$ cat src/rtl/vend_pkg.sv
// Shared types and constants for the vending sequencer: FSM states, default
// prices, product index width and saturating 3-bit credit arithmetic.
package vend_pkg;

  localparam int PROD_W     = 2;
  localparam int CREDIT_W   = 3;
  localparam int DEF_PRICE0 = 2;
  localparam int DEF_PRICE1 = 3;
  localparam int DEF_PRICE2 = 5;

  localparam logic [CREDIT_W-1:0] CREDIT_MAX = '1;

  typedef enum logic [2:0] {
    ST_IDLE,
    ST_CREDIT,
    ST_CHECK,
    ST_DISPENSE,
    ST_CHANGE,
    ST_REFUND
  } state_t;

  function automatic logic [CREDIT_W-1:0] sat_add(input logic [CREDIT_W-1:0] a,
                                                  input logic [CREDIT_W-1:0] b);
    logic [CREDIT_W:0] s;
    s = {1'b0, a} + {1'b0, b};
    return s[CREDIT_W] ? CREDIT_MAX : s[CREDIT_W-1:0];
  endfunction

  function automatic logic [CREDIT_W-1:0] sat_sub(input logic [CREDIT_W-1:0] a,
                                                  input logic [CREDIT_W-1:0] b);
    return (a >= b) ? (a - b) : '0;
  endfunction

endpackage

$ cat src/rtl/rr_arbiter3.sv
// Three-way round-robin arbiter. Search starts one past the last granted
// index; the pointer only moves when the owner confirms a grant was used.
module rr_arbiter3
  import vend_pkg::*;
(
  input  logic              i_clk,
  input  logic              i_rst_n,
  input  logic              i_ena,
  input  logic [2:0]        i_req,
  input  logic              i_upd,
  input  logic [PROD_W-1:0] i_upd_idx,
  output logic              o_gnt_vld,
  output logic [PROD_W-1:0] o_gnt
);

  logic [PROD_W-1:0] r_last;
  logic [2:0]        w_pos;

  // Walk from lowest to highest priority so the highest-priority hit is written last.
  always_comb begin
    o_gnt_vld = 1'b0;
    o_gnt     = '0;
    w_pos     = '0;
    for (int k = 2; k >= 0; k--) begin
      w_pos = {1'b0, r_last} + 3'd1 + 3'(k);
      if (w_pos >= 3'd3) w_pos = w_pos - 3'd3;
      if (w_pos >= 3'd3) w_pos = w_pos - 3'd3;
      if (i_req[w_pos[1:0]]) begin
        o_gnt_vld = 1'b1;
        o_gnt     = w_pos[PROD_W-1:0];
      end
    end
  end

  always_ff @(posedge i_clk or negedge i_rst_n) begin
    if (!i_rst_n) begin
      r_last <= PROD_W'(2);
    end else if (i_ena && i_upd) begin
      r_last <= i_upd_idx;
    end
  end

endmodule

$ cat src/rtl/vend_sequencer.sv
// Coin-operated vending sequencer: counts coin edges into credit, arbitrates
// product requests, drives the dispenser handshake and pays out change.
module vend_sequencer
  import vend_pkg::*;
#(
  parameter int PRICE0       = DEF_PRICE0,
  parameter int PRICE1       = DEF_PRICE1,
  parameter int PRICE2       = DEF_PRICE2,
  parameter int IDLE_TIMEOUT = 200,
  parameter int ACK_TIMEOUT  = 16
) (
  input  logic                clk,
  input  logic                rst_n,
  input  logic                ena,
  input  logic                coin,
  input  logic [2:0]          sel,
  input  logic                cancel,
  input  logic                disp_ack,
  output logic                disp_req,
  output logic [PROD_W-1:0]   disp_prod,
  output logic [CREDIT_W-1:0] credit,
  output logic                change_pulse,
  output logic                coin_rej,
  output logic                busy
);

  localparam int IDLE_W = $clog2(IDLE_TIMEOUT + 1);
  localparam int ACK_W  = $clog2(ACK_TIMEOUT + 1);

  localparam logic [IDLE_W-1:0]   IDLE_LAST = IDLE_W'(IDLE_TIMEOUT - 1);
  localparam logic [ACK_W-1:0]    ACK_LAST  = ACK_W'(ACK_TIMEOUT - 1);
  localparam logic [CREDIT_W-1:0] P0        = CREDIT_W'(PRICE0);
  localparam logic [CREDIT_W-1:0] P1        = CREDIT_W'(PRICE1);
  localparam logic [CREDIT_W-1:0] P2        = CREDIT_W'(PRICE2);

  state_t              r_state, w_state_nxt;
  logic [CREDIT_W-1:0] r_credit, w_credit_nxt;
  logic [IDLE_W-1:0]   r_idle_cnt, w_idle_nxt;
  logic [ACK_W-1:0]    r_ack_cnt, w_ack_nxt;
  logic [PROD_W-1:0]   r_grant, w_grant_nxt;
  logic                r_phase, w_phase_nxt;
  logic                r_disp_req, w_req_nxt;
  logic                r_change, w_chg_nxt;
  logic                r_rej, w_rej_nxt;
  logic                r_coin_d;
  logic                r_armed;

  logic                w_busy;
  logic                w_coin_edge;
  logic                w_coin_ok;
  logic                w_gnt_vld;
  logic [PROD_W-1:0]   w_gnt;
  logic                w_upd;
  logic [CREDIT_W-1:0] w_price;

  rr_arbiter3 u_arb (
    .i_clk     (clk),
    .i_rst_n   (rst_n),
    .i_ena     (ena),
    .i_req     (sel),
    .i_upd     (w_upd),
    .i_upd_idx (r_grant),
    .o_gnt_vld (w_gnt_vld),
    .o_gnt     (w_gnt)
  );

  assign w_busy = (r_state == ST_CHECK) || (r_state == ST_DISPENSE) ||
                  (r_state == ST_CHANGE) || (r_state == ST_REFUND);

  // r_armed masks the first enabled cycle after reset so a coin already high is not an edge.
  assign w_coin_edge = coin & ~r_coin_d & r_armed;
  assign w_coin_ok   = w_coin_edge & ~w_busy & (r_credit != CREDIT_MAX);
  assign w_rej_nxt   = w_coin_edge & ~w_coin_ok;

  always_comb begin
    case (r_grant)
      2'd0:    w_price = P0;
      2'd1:    w_price = P1;
      default: w_price = P2;
    endcase
  end

  always_comb begin
    w_state_nxt  = r_state;
    w_credit_nxt = r_credit;
    w_idle_nxt   = r_idle_cnt;
    w_ack_nxt    = r_ack_cnt;
    w_phase_nxt  = r_phase;
    w_req_nxt    = r_disp_req;
    w_grant_nxt  = r_grant;
    w_chg_nxt    = 1'b0;
    w_upd        = 1'b0;

    if (w_coin_ok) w_credit_nxt = sat_add(r_credit, CREDIT_W'(1));

    case (r_state)
      ST_IDLE: begin
        w_idle_nxt = '0;
        if (w_coin_ok) w_state_nxt = ST_CREDIT;
      end
      ST_CREDIT: begin
        if (cancel) begin
          w_state_nxt = ST_REFUND;
          w_idle_nxt  = '0;
          w_phase_nxt = 1'b0;
        end else if (w_gnt_vld) begin
          w_grant_nxt = w_gnt;
          w_state_nxt = ST_CHECK;
          w_idle_nxt  = '0;
        end else if (w_coin_edge) begin
          w_idle_nxt = '0;
        end else if (r_idle_cnt == IDLE_LAST) begin
          w_state_nxt = ST_REFUND;
          w_idle_nxt  = '0;
          w_phase_nxt = 1'b0;
        end else begin
          w_idle_nxt = r_idle_cnt + IDLE_W'(1);
        end
      end
      ST_CHECK: begin
        if (r_credit >= w_price) begin
          w_credit_nxt = sat_sub(r_credit, w_price);
          w_req_nxt    = 1'b1;
          w_ack_nxt    = '0;
          w_upd        = 1'b1;
          w_state_nxt  = ST_DISPENSE;
        end else begin
          w_state_nxt = ST_CREDIT;
        end
      end
      ST_DISPENSE: begin
        if (disp_ack) begin
          w_req_nxt   = 1'b0;
          w_ack_nxt   = '0;
          w_phase_nxt = 1'b0;
          w_state_nxt = (r_credit != '0) ? ST_CHANGE : ST_IDLE;
        end else if (r_ack_cnt == ACK_LAST) begin
          // Dispenser never answered: give the price back and refund everything.
          w_credit_nxt = sat_add(r_credit, w_price);
          w_req_nxt    = 1'b0;
          w_ack_nxt    = '0;
          w_phase_nxt  = 1'b0;
          w_state_nxt  = ST_REFUND;
        end else begin
          w_ack_nxt = r_ack_cnt + ACK_W'(1);
        end
      end
      ST_CHANGE, ST_REFUND: begin
        if (r_phase) begin
          w_phase_nxt = 1'b0;
        end else if (r_credit != '0) begin
          w_chg_nxt    = 1'b1;
          w_credit_nxt = sat_sub(r_credit, CREDIT_W'(1));
          w_phase_nxt  = 1'b1;
        end else begin
          w_state_nxt = ST_IDLE;
        end
      end
      default: w_state_nxt = ST_IDLE;
    endcase
  end

  always_ff @(posedge clk or negedge rst_n) begin
    if (!rst_n) begin
      r_state    <= ST_IDLE;
      r_credit   <= '0;
      r_idle_cnt <= '0;
      r_ack_cnt  <= '0;
      r_grant    <= '0;
      r_phase    <= 1'b0;
      r_disp_req <= 1'b0;
      r_change   <= 1'b0;
      r_rej      <= 1'b0;
      r_coin_d   <= 1'b0;
      r_armed    <= 1'b0;
    end else if (ena) begin
      r_state    <= w_state_nxt;
      r_credit   <= w_credit_nxt;
      r_idle_cnt <= w_idle_nxt;
      r_ack_cnt  <= w_ack_nxt;
      r_grant    <= w_grant_nxt;
      r_phase    <= w_phase_nxt;
      r_disp_req <= w_req_nxt;
      r_change   <= w_chg_nxt;
      r_rej      <= w_rej_nxt;
      r_coin_d   <= coin;
      r_armed    <= 1'b1;
    end
  end

  assign disp_req     = r_disp_req;
  assign disp_prod    = r_grant;
  assign credit       = r_credit;
  assign busy         = w_busy;
  // A pulse held across a disabled stretch is masked, then seen once on resume.
  assign change_pulse = r_change & ena;
  assign coin_rej     = r_rej & ena;

endmodule

$ cat config.mk
export PLATFORM = sky130hd
export DESIGN_NAME = vend_sequencer
export DESIGN_NICKNAME = d
export VERILOG_FILES = /design/src/rtl/vend_pkg.sv /design/src/rtl/rr_arbiter3.sv /design/src/rtl/vend_sequencer.sv
export SDC_FILE = /design/constraint.sdc
export NUM_CORES = 1
export LEC_CHECK = 0
export BUFFER_PORTS_ARGS = -buffer_cell sky130_fd_sc_hd__buf_2
export CAP_MARGIN = 20
export CORE_UTILIZATION = 60
export DETAILED_ROUTE_END_ITERATION = 6
export GPL_TIMING_DRIVEN = 0
export HOLD_SLACK_MARGIN = 0.02
export MAX_ROUTING_LAYER = met4
export PLACE_DENSITY = 0.8
export SYNTH_ARGS = -nofsm -noshare
export SYNTH_HDL_FRONTEND = slang
export SYNTH_SLANG_ARGS = --single-unit
$ cat constraint.sdc
create_clock -name clk -period 2.6 [get_ports clk]
set_clock_uncertainty 0.15 [all_clocks]
set_input_delay 0.26 -clock clk [delete_from_list [all_inputs] [get_ports clk]]
set_output_delay 0.26 -clock clk [all_outputs]
set_load 0.02 [all_outputs]
==> results.md <==
- Clock slew seen by the registers of the worst setup and hold paths: 60 ps
- Max Fclk: between 400 and 500 MHz
- Sequential area share after synthesis: roughly a third
- Area taken by multi-input logic gates: roughly 0.0015 mm^2
- Capturing point of the worst reg2reg path: credit[0]$_DFFE_PN0P_
- Clk sinks: 29
- Power Density: 1080 mW/mm^2
- HPWL after DPL: 3.66 mm
- Outcome: finished clean
- Synth top cells by count: dfrtp_1 (28), nand2_1 (24), nor2_1 (23), ha_1 (16), inv_1 (13)
- Max Cap Viol: 0
- WP data required: around 2600 ps
- Type of the worst min-delay path: in2reg
- First-pass GRT wire length: ~8.6 mm
- Non-Filler Instances: 330
- Ranking of synthesized cells by area: dfrtp_1 (31%), ha_1 (8.7%), nand2_1 (3.9%), nor2_1 (3.8%), o21ai_0 (2.4%)
- Initial antenna violation count: 0
- Worst reg-to-reg setup slack: a little over 100 ps
- Synth Warn #: 0
- Initial Utilization: 62.6%
- Synthesis-to-layout area growth: 12.7%
- Worst EP arrival: 2530 ps
- Filler cells: 284
- Crit Path Class: reg2reg
- IO Pins: 18
- Final setup viols: 0
- CP Launch Type: register
- Yosys top cell by area: dfrtp_1
- RSZ-0062 raised after global routing: false
- Critical path origin: credit[0]$_DFFE_PN0P_
- Die Y: 63.8 um
- NumNets Final: just over 300
- Count leader, synth: dfrtp_1
- Async set or reset register ratio after synthesis: 100%
- Core Rows: 22
- Die ar.: between 0.004 and 0.005 mm^2
- Gr ovfl total: 0
- Number of synthesized flops with an enable pin: 0
- Worst-skew pair later-pin latency: between 200 and 300 ps
- Slowest cell on the critical path: dfrtp_1
- Worst hold path endpoint: r_coin_d$_DFFE_PN0P_
- CP delay by family, top: compound AO/OA/AOI/OAI gates
- Via count: around 2,000
- Syn Area/Cell: between 8 and 9 um^2
- Root Driver: clkbuf_8
- Min-delay src: coin
- Deepest clock path buffer count: 2
- Final-report hold violation count: 0
- Dpl cells: 320
- Period utilization: 96.1%
- Crit path cell chain: inv_1 > ha_1 > nor2b_1 > nor3_1 > a32oi_1 > o2111a_1 > a211oi_1
- Worst-path maximum fanout: 10
- Via density: about 6.2
- Tot GR Track Use: 28.0%
- Pin count of the biggest net entering global routing: 30
- TritonCTS clock tree: built
- Routability congestion estimate from global placement: 0.873
- Vias in the first global route: between 1,500 and 2,000
- Setup TNS: 0 ps
- Cell Area, Synth: between 0.002 and 0.0025 mm^2
- Peak supply drop: between 0.6 and 0.7 mV
- Drt wl/cell: roughly 15 um
- R2r startpoint: credit[0]$_DFFE_PN0P_
- Htree depth: 2
- CP max stage delay: 550 ps
- Slew HR: 56.0%
- Worst Hold Depth: 2
- Top cell type's share of synthesized area: between 30% and 40%
- Drt pass-1 iters: 5
- Die width: 63.8 um
- Cells on worst reg2reg path: 7
- Initial drt markers: 160
- Share of layout cells above drive strength 1: roughly 17%
- Antenna cells: 0
- CP endpoint kind: register
- PortBufs: 17
- Pleak: ~1.1 nW
- Worst-Margin Slew: between 600 and 700 ps
- Sequential Area: about 730 um^2
- Final WL: approximately 5 mm
- Number of CTS-inserted buffers: 5
- DRC viols: 0
- Core ar.: 0.00366 mm^2
- Yosys cell types: 65
- #FFs+latches synth: 29
- Mapped Cells: between 200 and 300
- CP bufs+invs: 1
- Mapped Nets: around 280
- Routed Antenna Nets: 0
- Post-synth top flop: dfrtp_1
- Final Slew Violations: 0
- Final Critical Period: approximately 2500 ps
layout by cell type, fill, tap and decap left out, drive strengths merged, types with 2 or more instances in the layout:
| cell type | count |
|---|---|
| o22ai | 3 |
| xnor2 | 5 |
| dfrtp | 28 |
| nand2 | 24 |
| or3 | 6 |
| o2111a | 2 |
| or4 | 2 |
| nand4bb | 2 |
| xor2 | 2 |
| a41o | 2 |
| fa | 2 |
| a31oi | 5 |
| nand3 | 8 |
| nand4 | 5 |
| o31ai | 3 |
| nor2 | 23 |
| o21ai | 16 |
| o211ai | 4 |
| clkbuf | 10 |
| mux2i | 5 |
| nand3b | 3 |
| a21oi | 11 |
| ha | 16 |
| a211oi | 3 |
| mux2 | 6 |
| nor2b | 5 |
| nand2b | 8 |
| and2b | 2 |
| a22o | 5 |
| nor3 | 4 |
| inv | 15 |
| buf | 23 |
registers in the layout, summed over array words and instances (netlist names), 2 cells and up:
signal,count
r_idle_cnt,8
r_ack_cnt,5
credit,3
r_state,3
disp_prod,2
u_arb.r_last,2
how the worst max path moves through the flow:
stage	end	cells after the start
6_report	credit[0]$_DFFE_PN0P_	7
5_1_grt	r_idle_cnt[7]$_DFFE_PN0P_	7
4_1_cts	r_state[0]$_DFFE_PN0P_	7
3_5_place_dp	r_state[0]$_DFFE_PN0P_	7
3_3_place_gp	r_state[1]$_DFFE_PN0P_	7
2_1_floorplan	r_state[0]$_DFFE_PN0P_	7
per-stage QoR:
stage / cell area, um^2 / hold WS, ps / worst slack [ps] / total power, W / util (%)
final: 2580 / 105 / 101 / 0.00280 / 70.5
after global routing: 2580 / 116 / 4.93 / 0.00304 / 70.5
after CTS: 2560 / 97.6 / 6.12 / 0.00278 / 70.0
after detailed placement: 2440 / 177 / 16.0 / 0.00228 / 66.6
after global placement: 2440 / 176 / 27.3 / 0.00225 / 66.6
after floorplan: 2290 / -186 / 214 / 0.00194 / -
worst reg2reg max path, stage by stage (launching register included):
cell and delay, ps:
dfrtp_1 550, inv_1 200, ha_1 230, nor2b_1 150, nor3_1 470, a32oi_1 230, o2111a_1 180, a211oi_1 250
logic make-up after synthesis:
logic type / after synthesis / share of synthesized area [%]
XOR/XNOR: 7 / 2.67
multiplexers: 11 / 5.29
AND/OR/NAND/NOR: 100 / 23.7
buffers and inverters: 23 / 4.37
adder cells (fa/ha/maj): 18 / 10.5
flip-flops: 29 / 31.7
AO/OA/AOI/OAI: 67 / 21.8
metal layers:
layer  wire, um  GRT usage (%)  up-vias
met5          0              -        -
met4         53           9.38        0
met3        220           4.29        8
met2       2460           45.9       57
met1       2270           35.4      987
li1           -              -      992
cell type report:
class / count / share of cell area, %
multi-input cells: 203 / 57.1
well taps: 48 / 2.33
clock buffers: 7 / 3.34
flip-flops and latches: 29 / 28.2
plain buffers: 8 / 1.70
repair buffers: 19 / 3.97
inverters: 15 / 2.18
clock inverters: 1 / 1.16
repair_timing:
action,4_1_cts,5_1_grt
endpoints found under the hold margin,28,0
hold buffers,1,0
setup endpoints to repair,0,9
resized for setup,0,3
buffers inserted,0,1
power by group:
group	internal [W]	switching [W]	total (W)
Clock	0.000312	0.000165	0.000477
Sequential	0.000560	0.000132	0.000692
Combinational	0.000678	0.000953	0.00163
Note: power is estimated with default switching activity, not from simulation.
